**src/rtl/barrel_normalizer.sv**
```systemverilog
// barrel_normalizer
//   Finds the shift that normalizes a word: moves the leading 1 to the MSB (dir = 0) or the
//   trailing 1 to the LSB (dir = 1), one bit per cycle. Returns the normalized word, the
//   number of 1-bit shifts applied and a flag for an all-zero input.
// Ports
//   clk        clock, rising edge
//   rst        synchronous reset, active high
//   in_valid   data_in / dir valid
//   in_ready   high only while idle
//   data_in    word to normalize
//   dir        0 = toward MSB, 1 = toward LSB
//   out_valid  result valid, held until out_ready
//   out_ready  consumer accepts the result
//   data_out   normalized word
//   shift      number of 1-bit shifts applied
//   zero       data_in was all zeros
module barrel_normalizer #(
   parameter int unsigned WIDTH   = 4,
   parameter int unsigned SHIFT_W = 2
) (
   input  logic               clk,
   input  logic               rst,
   input  logic               in_valid,
   output logic               in_ready,
   input  logic [WIDTH-1:0]   data_in,
   input  logic               dir,
   output logic               out_valid,
   input  logic               out_ready,
   output logic [WIDTH-1:0]   data_out,
   output logic [SHIFT_W-1:0] shift,
   output logic               zero
);

   typedef enum logic [1:0] {StIdle, StShift, StDone} state_e;

   state_e               state_q, state_d;
   logic [WIDTH-1:0]     work_q, work_d;
   logic                 dir_q, dir_d;
   logic [SHIFT_W-1:0]   count_q, count_d;
   logic [WIDTH-1:0]     data_out_q, data_out_d;
   logic [SHIFT_W-1:0]   shift_q, shift_d;
   logic                 zero_q, zero_d;
   logic                 target;

   // Bit that must be set for the word to count as normalized in the latched direction.
   assign target = dir_q ? work_q[0] : work_q[WIDTH-1];

   always_ff @(posedge clk) begin
      if (rst) begin
         state_q    <= StIdle;
         work_q     <= '0;
         dir_q      <= 1'b0;
         count_q    <= '0;
         data_out_q <= '0;
         shift_q    <= '0;
         zero_q     <= 1'b0;
      end else begin
         state_q    <= state_d;
         work_q     <= work_d;
         dir_q      <= dir_d;
         count_q    <= count_d;
         data_out_q <= data_out_d;
         shift_q    <= shift_d;
         zero_q     <= zero_d;
      end
   end

   always_comb begin
      state_d    = state_q;
      work_d     = work_q;
      dir_d      = dir_q;
      count_d    = count_q;
      data_out_d = data_out_q;
      shift_d    = shift_q;
      zero_d     = zero_q;
      unique case (state_q)
         StIdle: begin
            if (in_valid) begin
               work_d  = data_in;
               dir_d   = dir;
               count_d = '0;
               if (data_in == '0) begin
                  // Nothing to search for; report zero straight away.
                  state_d    = StDone;
                  zero_d     = 1'b1;
                  shift_d    = '0;
                  data_out_d = '0;
               end else begin
                  state_d = StShift;
                  zero_d  = 1'b0;
               end
            end
         end
         StShift: begin
            if (target) begin
               state_d    = StDone;
               data_out_d = work_q;
               shift_d    = count_q;
            end else begin
               // Non-zero word: target is reached within WIDTH-1 steps, so count cannot wrap.
               work_d  = dir_q ? (work_q >> 1) : (work_q << 1);
               count_d = count_q + SHIFT_W'(1);
            end
         end
         StDone: begin
            if (out_ready) begin
               state_d = StIdle;
            end
         end
         default: state_d = StIdle;
      endcase
   end

   assign in_ready  = (state_q == StIdle);
   assign out_valid = (state_q == StDone);
   assign data_out  = data_out_q;
   assign shift     = shift_q;
   assign zero      = zero_q;

endmodule

```
**config.mk**
```make
export PLATFORM = sky130hd
export DESIGN_NAME = barrel_normalizer
export DESIGN_NICKNAME = d
export VERILOG_FILES = /design/src/rtl/barrel_normalizer.sv
export SDC_FILE = /design/constraint.sdc
export NUM_CORES = 1
export LEC_CHECK = 0
export CAP_MARGIN = 40
export CORE_MARGIN = 2
export CORE_UTILIZATION = 51
export DETAILED_ROUTE_END_ITERATION = 8
export GPL_ROUTABILITY_DRIVEN = 0
export MAX_ROUTING_LAYER = met4
export PLACE_DENSITY = 0.85
export RECOVER_POWER = 100
export REMOVE_ABC_BUFFERS = 1
export SKIP_CTS_REPAIR_TIMING = 1
export SLEW_MARGIN = 20
export SYNTH_ARGS = -nofsm -noshare
export SYNTH_HDL_FRONTEND = slang
export SYNTH_SLANG_ARGS = --single-unit
```
**constraint.sdc**
```tcl
create_clock -name clk -period 2.85 [get_ports clk]
set_input_delay 0.285 -clock clk [delete_from_list [all_inputs] [get_ports clk]]
set_output_delay 0.285 -clock clk [all_outputs]
set_load 0.05 [all_outputs]
```
==> flow_summary.yaml <==
critical_path:
  cp_cell_sequence: "nor2b_1 -> dlygate4sd3_1"
  slowest_stage: "dlygate4sd3_1"
  slowest_delay_ns: 0.88
  crit_fanout: 22
  end_kind: "primary output"
  arrival_ns: 2.11
  crit_required_ns: 2.57
  path_class: "register to primary output"
  startpoint_type: "register"
synthesis:
  synth_edf_count: 0
  synth_largest_area_cell: "dfxtp_1"
  seq_area_frac_synth_pct: 41.83
  yosysWarnings: 0
  ys_top_cells_by_area: "dfxtp_1, a21oi_1, a22o_1, o21ai_0, o32ai_4"
  synth-compound-area-share_pct: 29.58
  synth.avg_cell_area_um2: 9.572
  synth_async_sr_flop_share_pct: 0
  synth.lib_cells_used.distinct: 29
  synthCells: 80
  yosysTopAreaCellShare_pct: 41.83
  synthMuxAreaShare_pct: 5.556
  synthAdderAreaFrac_pct: 0
  synth-simple-area-share_pct: 18.46
  synth_top_family_by_area: "compound AO/OA/AOI/OAI gates"
  synth_ff_type: "dfxtp_1"
  synth-xor-area-share_pct: 0
  ys_seq_elements: 16
  synth_area_um2: 765.7
detailed_routing:
  ant_nets: 0
  wl_um: 1586
  wl_per_cell_um: 14.29
  drc_errors: 0
  drt_iter0_markers: 18
  vias: 665
  viasPerCell: 5.991
  drtPass1Iterations: 4
place:
  numPortBuffers: 17
  dp_cells: 107
  dp_hpwl_um: 1082
grt:
  grt_max_degree: 23
  grt_overflow: 0
  track_usage_pct: 20.45
  grt_pass1_vias: 627
  antenna_found_initial: 0
  grt_pass1_wl_um: 2829
min_path:
  hp-class: "register to register"
power:
  vdd_drop_max_uv: 349.5
  p_leak_nw: 0.3540
  p_per_area_nw_per_um2: 530.8
  total_power_mw: 0.4875
cts:
  cts_buffer_depth: 2
  clk_pin_slew_ns: 0.09
  clock_sinks: 16
  clkLatencyLatePin_ns: 0.29
  tritoncts: "done"
  cts-root-buf: "clkbuf_4"
  cts_buffers: 3
  cts_max_level: 1
timing:
  setup_viol: 0
  period_share_pct: 83.95
  slew_viol_final: 0
  skew_ns: 0.005203
  rsz0062_at_grt: "no"
  hold_viol_final: 0
  worst_slew_pin_slew_ns: 0.7234
  slew_headroom_pct: 51.41
  min_period_ns: 2.393
  hold_slack_ns: 0.4786
  max_freq_ghz: 0.4180
  tns_ns: 0
final_layout:
  fin_cells: 111
  finalNetCount: 106
  diodes: 0
  area_delta_synth_final_pct: 19.93
  final_common_cell: "dfxtp_1"
  layout-drive-gt1-share_pct: 5.208
  final_cell_mix: "dfxtp_1, a21oi_1, o21ai_0, dlygate4sd3_1, clkdlybuf4s50_1"
  final_util_pct: 68.03
floorplan:
  die_h_um: 42.75
  initial_core_util_pct: 56.72
  rows: 13
  io_pins: 18
  die_w_um: 42.75
  core_area_um2: 1350
  dieArea_um2: 1828
run_status:
  outcome: "complete, no violations"
run:
  maxCapViolations: 0
cells by family (layout without fill, tap and decap cells):
| logic type | Yosys count | after routing |
|---|---|---|
| multiplexers | 3 | 3 |
| flip-flops | 16 | 16 |
| AND/OR/NAND/NOR | 23 | 23 |
| buffers and inverters | 6 | 22 |
| AO/OA/AOI/OAI | 32 | 32 |
metrics by stage:
| stage | setup slack [ns] | cell area [um2] |
|---|---|---|
| floorplan | 1.117 | 734.5 |
| global placement | 0.8344 | 923.4 |
| detailed placement | 0.8004 | 923.4 |
| CTS | 0.4712 | 959.7 |
| global route | 0.3491 | 918.4 |
| finish | 0.4575 | 918.4 |
per-layer routing:
layer  wire (um)  global-route usage [%]  vias to the layer above
met3          99                   3.830                        2
met4          15                   12.50                        0
met1         777                   27.01                      304
li1            -                       -                      332
met2         693                   28.48                       27
met5           0                       -                        -
path summary, 6_finish.rpt:
kind                             startpoint           to  slack (ns)  cells past startpoint
worst max-delay path             state_q[1]    out_valid        0.46                      2
worst max register to register        dir_q    work_q[3]        0.83                      4
worst min register to register  data_out[2]  data_out[2]        0.48                      1
worst min-delay path            data_out[2]  data_out[2]        0.48                      1
critical path, delay by kind of cell (launching register included):
family                 cells  cell delay (ns)
AND/OR/NAND/NOR            1             0.23
buffers and inverters      1             0.88
flip-flops                 1             0.70
cells in the mapped netlist (2+ instances only):
cell      number
o21ai_0        9
a21oi_1       11
a2111o_1       2
dfxtp_1       16
clkbuf_1       2
mux2i_1        2
nor2b_1        3
nor3_1         2
a22o_1         6
nor2_1         6
or3_1          3
power breakdown:
part           total (mW)  internal [mW]  leakage (nW)  switching, mW
clock network       0.149         0.0778        0.0210         0.0710
logic              0.0852         0.0391         0.203         0.0461
registers           0.254          0.236         0.130         0.0178
total               0.487          0.353         0.354          0.135
final cells by class:
class	count	area [um2]
well taps	15	18.77
repair buffers	17	170.2
flip-flops and latches	16	320.3
fillers	114	431.7
multi-input cells	58	369.1
inverters	1	3.754
clock buffers	4	36.28
flip-flops by register name, summed over array words and instances, names as in the netlist:
name / flops
data_out: 4
work_q: 4
count_q: 2
shift: 2
state_q: 2
dir_q: 1
zero: 1
Note: power is estimated with default switching activity, not from simulation.
